==> src/rtl/pipe_ctrl_if.sv <==
// Pipeline-control bundle: hazard requests and redirect targets in,
// stall vector, flushes, redirect and status out.
interface pipe_ctrl_if #(
  parameter int ADDR_W = 64,
  parameter int CNT_W  = 32
);
  logic              if_req;
  logic              if_busy;
  logic              id_req;
  logic              ex_req;
  logic              mem_req;
  logic              mem_busy;
  logic              br_req;
  logic [ADDR_W-1:0] br_pc;
  logic              trap_req;
  logic [ADDR_W-1:0] trap_pc;
  logic [5:0]        stall;
  logic              flush;
  logic              flush_fe;
  logic              redirect_valid;
  logic [ADDR_W-1:0] redirect_pc;
  logic [CNT_W-1:0]  stall_cnt;
  logic              timeout;

  // Pipeline side: raises requests, consumes stall/flush/redirect
  modport master (
    output if_req, if_busy, id_req, ex_req, mem_req, mem_busy,
           br_req, br_pc, trap_req, trap_pc,
    input  stall, flush, flush_fe, redirect_valid, redirect_pc,
           stall_cnt, timeout
  );

  // Controller side
  modport slave (
    input  if_req, if_busy, id_req, ex_req, mem_req, mem_busy,
           br_req, br_pc, trap_req, trap_pc,
    output stall, flush, flush_fe, redirect_valid, redirect_pc,
           stall_cnt, timeout
  );
endinterface

==> src/rtl/pipe_ctrl.sv <==
// Central pipeline controller: stall vector, flushes and PC redirects for the
// 5-stage core. Redirects wait for outstanding bus transactions to finish
// (they cannot be aborted); a watchdog bounds that wait.
module pipe_ctrl #(
  parameter int ADDR_W   = 64,
  parameter int CNT_W    = 32,
  parameter int WAIT_MAX = 256
) (
  input  logic        clk,
  input  logic        rst,
  pipe_ctrl_if.slave  bus
);

  localparam int WAIT_W = $clog2(WAIT_MAX) + 1;

  typedef enum logic [1:0] {RUN, BR_WAIT, WAIT_BUS, FLUSH} state_t;

  state_t              state, state_nxt;
  logic [ADDR_W-1:0]   pc_q, pc_nxt;
  logic [WAIT_W-1:0]   wait_q, wait_nxt;
  logic [CNT_W-1:0]    cnt_q;

  logic [5:0]          stall_c;
  logic                flush_c, flush_fe_c, rv_c, timeout_c;
  logic [ADDR_W-1:0]   rpc_c;

  // Stall everything up to and including the highest requesting stage
  function automatic logic [5:0] req_mask(input logic i, input logic d,
                                          input logic e, input logic m);
    if (m)      return 6'b011111;
    else if (e) return 6'b001111;
    else if (d) return 6'b000111;
    else if (i) return 6'b000011;
    else        return 6'b000000;
  endfunction

  // Next-state and output decode
  always_comb begin
    state_nxt  = state;
    pc_nxt     = pc_q;
    wait_nxt   = wait_q;
    stall_c    = 6'b000000;
    flush_c    = 1'b0;
    flush_fe_c = 1'b0;
    rv_c       = 1'b0;
    rpc_c      = '0;
    timeout_c  = 1'b0;
    case (state)
      RUN, BR_WAIT: begin
        if (bus.trap_req) begin
          // Trap wins over any branch, pending or new
          stall_c   = 6'b011111;
          pc_nxt    = bus.trap_pc;
          state_nxt = (bus.mem_busy || bus.if_busy) ? WAIT_BUS : FLUSH;
        end else if (state == RUN) begin
          if (bus.br_req && !bus.ex_req && !bus.mem_req) begin
            flush_fe_c = 1'b1;
            if (!bus.if_busy) begin
              rv_c  = 1'b1;
              rpc_c = bus.br_pc;
            end else begin
              pc_nxt    = bus.br_pc;
              state_nxt = BR_WAIT;
            end
          end else begin
            stall_c = req_mask(bus.if_req, bus.id_req, bus.ex_req, bus.mem_req);
          end
        end else begin
          // Hold the front end until the fetch completes and EX/MEM are free
          if (!bus.if_busy && !bus.ex_req && !bus.mem_req) begin
            rv_c      = 1'b1;
            rpc_c     = pc_q;
            state_nxt = RUN;
          end else begin
            stall_c = 6'b000011 | req_mask(1'b0, 1'b0, bus.ex_req, bus.mem_req);
          end
        end
      end
      WAIT_BUS: begin
        stall_c  = 6'b011111;
        wait_nxt = wait_q + 1'b1;
        if (wait_q == WAIT_W'(WAIT_MAX - 1)) begin
          timeout_c = 1'b1;
          state_nxt = FLUSH;
        end else if (!bus.mem_busy && !bus.if_busy) begin
          state_nxt = FLUSH;
        end
      end
      FLUSH: begin
        flush_c    = 1'b1;
        flush_fe_c = 1'b1;
        rv_c       = 1'b1;
        rpc_c      = pc_q;
        wait_nxt   = '0;
        state_nxt  = RUN;
      end
      default: state_nxt = RUN;
    endcase
  end

  // State, latched target, wait counter and stall-cycle counter
  always_ff @(posedge clk) begin
    if (!rst) begin
      state  <= RUN;
      pc_q   <= '0;
      wait_q <= '0;
      cnt_q  <= '0;
    end else begin
      state  <= state_nxt;
      pc_q   <= pc_nxt;
      wait_q <= wait_nxt;
      cnt_q  <= cnt_q + CNT_W'(stall_c[0]);
    end
  end

  // Everything reads as zero while reset is held
  assign bus.stall          = rst ? stall_c    : 6'b000000;
  assign bus.flush          = rst & flush_c;
  assign bus.flush_fe       = rst & flush_fe_c;
  assign bus.redirect_valid = rst & rv_c;
  assign bus.redirect_pc    = rst ? rpc_c      : '0;
  assign bus.timeout        = rst & timeout_c;
  assign bus.stall_cnt      = rst ? cnt_q      : '0;

endmodule
==> src/flat_wrapper.sv <==
// flat-port wrapper written by rule: the top's interface ports become plain ports
module pipe_ctrl_flat 
#(
  parameter int ADDR_W   = 64,
  parameter int CNT_W    = 32,
  parameter int WAIT_MAX = 256
)
  (clk, rst, bus_if_req, bus_if_busy, bus_id_req, bus_ex_req, bus_mem_req, bus_mem_busy, bus_br_req, bus_br_pc, bus_trap_req, bus_trap_pc, bus_stall, bus_flush, bus_flush_fe, bus_redirect_valid, bus_redirect_pc, bus_stall_cnt, bus_timeout);
  pipe_ctrl_if #(.ADDR_W(ADDR_W), .CNT_W(CNT_W)) bus_i ();
  input  logic clk;
  input  logic rst;
  input wire logic [$bits(bus_i.if_req)-1:0] bus_if_req;
  input wire logic [$bits(bus_i.if_busy)-1:0] bus_if_busy;
  input wire logic [$bits(bus_i.id_req)-1:0] bus_id_req;
  input wire logic [$bits(bus_i.ex_req)-1:0] bus_ex_req;
  input wire logic [$bits(bus_i.mem_req)-1:0] bus_mem_req;
  input wire logic [$bits(bus_i.mem_busy)-1:0] bus_mem_busy;
  input wire logic [$bits(bus_i.br_req)-1:0] bus_br_req;
  input wire logic [$bits(bus_i.br_pc)-1:0] bus_br_pc;
  input wire logic [$bits(bus_i.trap_req)-1:0] bus_trap_req;
  input wire logic [$bits(bus_i.trap_pc)-1:0] bus_trap_pc;
  output wire logic [$bits(bus_i.stall)-1:0] bus_stall;
  output wire logic [$bits(bus_i.flush)-1:0] bus_flush;
  output wire logic [$bits(bus_i.flush_fe)-1:0] bus_flush_fe;
  output wire logic [$bits(bus_i.redirect_valid)-1:0] bus_redirect_valid;
  output wire logic [$bits(bus_i.redirect_pc)-1:0] bus_redirect_pc;
  output wire logic [$bits(bus_i.stall_cnt)-1:0] bus_stall_cnt;
  output wire logic [$bits(bus_i.timeout)-1:0] bus_timeout;
  assign bus_i.if_req = bus_if_req;
  assign bus_i.if_busy = bus_if_busy;
  assign bus_i.id_req = bus_id_req;
  assign bus_i.ex_req = bus_ex_req;
  assign bus_i.mem_req = bus_mem_req;
  assign bus_i.mem_busy = bus_mem_busy;
  assign bus_i.br_req = bus_br_req;
  assign bus_i.br_pc = bus_br_pc;
  assign bus_i.trap_req = bus_trap_req;
  assign bus_i.trap_pc = bus_trap_pc;
  assign bus_stall = bus_i.stall;
  assign bus_flush = bus_i.flush;
  assign bus_flush_fe = bus_i.flush_fe;
  assign bus_redirect_valid = bus_i.redirect_valid;
  assign bus_redirect_pc = bus_i.redirect_pc;
  assign bus_stall_cnt = bus_i.stall_cnt;
  assign bus_timeout = bus_i.timeout;
  pipe_ctrl #(.ADDR_W(ADDR_W), .CNT_W(CNT_W), .WAIT_MAX(WAIT_MAX)) u_core (.clk(clk), .rst(rst), .bus(bus_i));
endmodule
==> config.mk <==
export PLATFORM = sky130hd
export DESIGN_NAME = pipe_ctrl_flat
export DESIGN_NICKNAME = d
export VERILOG_FILES = /design/src/rtl/pipe_ctrl_if.sv /design/src/rtl/pipe_ctrl.sv /design/src/flat_wrapper.sv
export SDC_FILE = /design/constraint.sdc
export NUM_CORES = 1
export LEC_CHECK = 0
export BUFFER_PORTS_ARGS = -buffer_cell sky130_fd_sc_hd__buf_2
export CAP_MARGIN = 40
export CORE_MARGIN = 2
export CORE_UTILIZATION = 49
export DETAILED_ROUTE_END_ITERATION = 10
export PLACE_DENSITY = 0.89
export SYNTH_ARGS = -nofsm -noshare
export SYNTH_HDL_FRONTEND = slang
export SYNTH_SLANG_ARGS = --single-unit
==> constraint.sdc <==
create_clock -name clk -period 3.82 [get_ports clk]
set_clock_uncertainty 0.05 [all_clocks]
set_input_delay 0.191 -clock clk [delete_from_list [all_inputs] [get_ports clk]]
set_output_delay 0.191 -clock clk [all_outputs]
set_load 0.03 [all_outputs]
# After elaboration in Yosys (flattened, before gate mapping)
# Index checks and enable logic that the tools add are counted.
# Widths: inputs -> output; s select.
# word_totals
ff_bits	107
inputBits	138
out_inout_bits	106
word_cells	83
# op_classes
addsub	2
n_eq_ne	8
muxes	47
bitwise	4
n_reduce_logical	18
# ops
operator	n
$mux 64	10
$pmux 64 s2	1
$mux 6	9
$add 32x1->32	1
$mux 32	1
$pmux 9 s2	1
$mux 2	8
$mux 1	12
$pmux 6 s2	1
$add 9x1->9 const B	1
$eq 9x8->1 const B	1
$ne 4x4->1 const B	2
$reduce_and 4->1	2
$reduce_bool 2->1	4
$pmux 2 s3	1
$logic_and 1x1->1	5
$and 1x1->1	4
$eq 2x2->1 const B	2
$logic_not 1->1	4
$mux 4	1
$ne 4x2->1 const B	1
$pmux 1 s2	2
$ne 3x1->1 const B	1
$eq 2x1->1 const B	1
other kinds (3)	3

# Depth between registers and ports, before layout
# depth
depth_word	9
ltp_mapped	12
ltp_nobuf	10

# Worst setup path after synthesis
# Ideal clock, no wire load.
# synth_path
path_type	reg2reg
startpoint	register u_core.state[1]
endpoint	register u_core.cnt_q[28]
setup_time_ns	0.121
arrival_time_ns	2.873
required_time_ns	3.649
setup_slack_ns	0.776
path_stages_with_launch	13
path_buffers	3
period_less_slack_ns	3.044
cell_sequence	dfxtp_1 clkbuf_1 clkbuf_1 o21ai_0 o211a_1 a21oi_1 ha_1 ha_1 nand2_1 or4_1 clkbuf_1 nor4_1 mux2_2
# synth_between
elab_chain_cells	5
word_cells_on_any_way	8
classes_between	add/sub (1); eq/ne (2); mux (3); reduce/logical (2)
# synth_rtl
item	line	source
start: declaration	pipe_ctrl.sv:18	state_t state, state_nxt;
start signal: assignment	pipe_ctrl.sv:109	state <= state_nxt;
$logic_not 2->1	pipe_ctrl.sv:48, pipe_ctrl.sv:55	
$mux 6	pipe_ctrl.sv:55	end else if (state == RUN) begin
$mux 6	pipe_ctrl.sv:50	if (bus.trap_req) begin
$pmux 6 s2 *	pipe_ctrl.sv:48	case (state)
$add 32x1->32 *	pipe_ctrl.sv:112	cnt_q <= cnt_q + CNT_W'(stall_c[0]);
end signal: assignment	pipe_ctrl.sv:112	
end: declaration	pipe_ctrl.sv:21	logic [CNT_W-1:0] cnt_q;
# Every way passes the cells marked *; elsewhere a longest branch is shown, timed or not.
# A chain may end at the register's enable or synchronous reset.

# Final worst setup path
# layout_path
startpoint	register u_core.state[0]
endpoint	register u_core.cnt_q[28]
# Same word-level chain as after synthesis.

==> metrics.yaml <==
status: "completed"
gp_congestion: 0.861
cp_max_fo: 16
p_leak_nw: 3.63
finalWirelength_um: 17900
synthTopCellsByCount: "dfxtp_1, nor2_1, inv_1"
synth_compound_area_share_pct: 33.6
rr_worst_depth: 10
async_flop_share_pct: 0
grt_pass1_wl_um: 27700
fin_crit_ns: 3.21
cp-startpoint: "u_core.state[0]$_SDFFE_PN0P_"
clockBufferDepth: 2
fin_nets: 1086
critPathKind: "flip-flop to flip-flop"
clk_pin_slew_ns: 0.07
yosysTopAreaCell: "dfxtp_1"
globalRouteTotalUtil_pct: 25.3
synth_edf_count: 0
arrival_ns: 3.39
cpMaxStageDelayCell: "or4_1"
synth_xor_area_share_pct: 1.84
cts_buffers: 9
synth-warning-count: 0
cts_hold_buf: 0
ctsHtreeMaxLevel: 3
syn_nets: 893
synth_flop_cell: "dfxtp_1"
yosys-top-cells-area: "dfxtp_1, o221a_2, a2bb2oi_1"
tns_ns: 0
post_cts_resized: 0
path_depth: 10
post-cts-setup-buffers: 0
ys_seq_area_share_pct: 34.7
root_buffer: "clkbuf_16"
r2r-end: "u_core.cnt_q[28]$_SDFF_PN0_"
antenna_found_initial: 0
start_kind: "flip-flop"
clock_latency_ns: 0.34
ir_worst_vdd_mv: 0.200
start_util_pct: 49.6
syn_area_um2: 6180
yosysMostFrequentCell: "dfxtp_1"
power.total_mw: 2.66
reg2reg_from: "u_core.state[0]$_SDFFE_PN0P_"
grt_pass1_vias: 5718
drt_iter0_drc: 804
first_pass_iters: 5
crit_family: "simple AND/OR/NAND/NOR gates"
r2r_slack_ns: 0.61
core_um2: 12500
ioPinCount: 244
synth.distinct_cells: 47
crit_end: "u_core.cnt_q[28]$_SDFF_PN0_"
fmax_mhz: 312
max-slew-margin-rel_pct: 46.6
fin_crit_sh_pct: 84.0
holdPathStages: 3
die_width_um: 116
place_inst: 1105
yosys.area_share.simple_pct: 18.8
cap_violations: 0
yosysTopAreaCellShare_pct: 34.7
synthToLayoutAreaGrowth_pct: 25.5
post-dp-hpwl_um: 12300
wl_per_cell_um: 16.0
drc_errors: 0
final_cells: 1121
setup_viol: 0
syn_inst: 751
cts_sinks: 107
port-buffer-count: 242
rows: 41
worst_pin_slew_ns: 0.800
path_buf_inv: 0
via_per_inst: 5.82
rsz0062_at_grt: "false"
grt_start_max_net_pins: 70
synthAdderAreaFrac_pct: 0.810
muxShareOfSynthArea_pct: 1.26
vias: 6519
die_y_um: 116
min_from: "bus_if_busy"
ys_ff_latch: 107
slew_viol_final: 0
crit_chain: "nor2_1 -> o21ai_0 -> o211a_1 -> a21oi_1 -> ha_1 -> ha_1 -> nand2_1 -> or4_1 -> nor4_1 -> mux2_2"
overflow: 0
antenna_left: 0
hold_viol_final: 0
syn_area_per_cell_um2: 8.23
drive_gt1_share_pct: 37.1
diodes: 0
synth_top_family_by_area: "compound AO/OA/AOI/OAI gates"
p_per_area_nw_per_um2: 343
crit_required_ns: 4.01
die-area_um2: 13500
timing.critical_path.mode_cell: "ha_1"
cp-end-kind: "flip-flop"
cts_tree: "done"
slowest_delay_ns: 0.63
hold_path_class: "input port to flip-flop"
report_power, final:
group | switching [mW] | total (mW) | internal [mW]
sequential | 0.0503 | 1.24 | 1.19
clock | 0.423 | 0.954 | 0.531
combinational | 0.262 | 0.468 | 0.206
logic make-up after synthesis:
logic type,after synthesis
AO/OA/AOI/OAI,245
XOR/XNOR,13
adder cells (fa/ha/maj),4
buffers and inverters,143
flip-flops,107
multiplexers,7
other,1
AND/OR/NAND/NOR,231
stage by stage:
step                worst slack [ns]  hold slack, ns  util [%]  instance area [µm²]
finish                         0.611           0.248      62.2                 7750
global route                   0.337           0.256      62.2                 7750
CTS                            0.616           0.240      62.2                 7750
detailed placement             0.603           0.451      59.8                 7450
global placement               0.727           0.443      59.8                 7450
floorplan                      0.776           0.393         -                 6180
layer usage:
layer	up-vias	track usage (%)	part of all wire, %	wire length, µm
met2	299	41.8	47	8460
met5	-	0	0	0
met4	0	8.81	1.9	346
met3	28	4.67	8.1	1440
met1	3041	33.2	43	7650
li1	3151	-	-	-
cells in the final DEF, fill, tap and decap left out, drive strengths merged, types with 2 or more instances in the layout:
cell type	n
buf	255
dfxtp	107
nor2	106
inv	72
a22oi	65
a2bb2oi	65
o221a	64
and2	34
a21oi	23
nand2	19
o21ai	14
or3	12
nand4	11
clkbuf	11
or4	10
nand3	9
nor3	8
xnor2	8
nor4	6
mux2	6
and3	6
o31ai	5
xor2	5
ha	4
and4	3
or2	2
nand3b	2
layout make-up:
cell class,instances,area (µm²)
fillers,1088,4710
multi-input cells,501,3500
flip-flops and latches,107,2140
repair buffers,255,1330
inverters,70,263
clock buffers,11,243
well taps,172,215
clock inverters,5,60.1
sequential cells by signal, summed over array words and instances, names as in the netlist:
signal,cells
u_core.pc_q,64
u_core.cnt_q,32
u_core.wait_q,9
u_core.state,2
worst min path at each step:
stage / to / slack (ns)
floorplan: u_core.cnt_q[25]$_SDFF_PN0_ / 0.39
global placement: u_core.cnt_q[30]$_SDFF_PN0_ / 0.44
detailed placement: u_core.cnt_q[20]$_SDFF_PN0_ / 0.45
CTS: u_core.pc_q[22]$_SDFFE_PN0P_ / 0.24
global route: u_core.pc_q[25]$_SDFFE_PN0P_ / 0.26
finish: u_core.state[0]$_SDFFE_PN0P_ / 0.25
tightest hold or removal path, cell delays in order:
cell and delay [ns]:
buf_2 0.15, nor3_1 0.14, o32ai_1 0.11
Note: power is estimated with default switching activity, not from simulation.
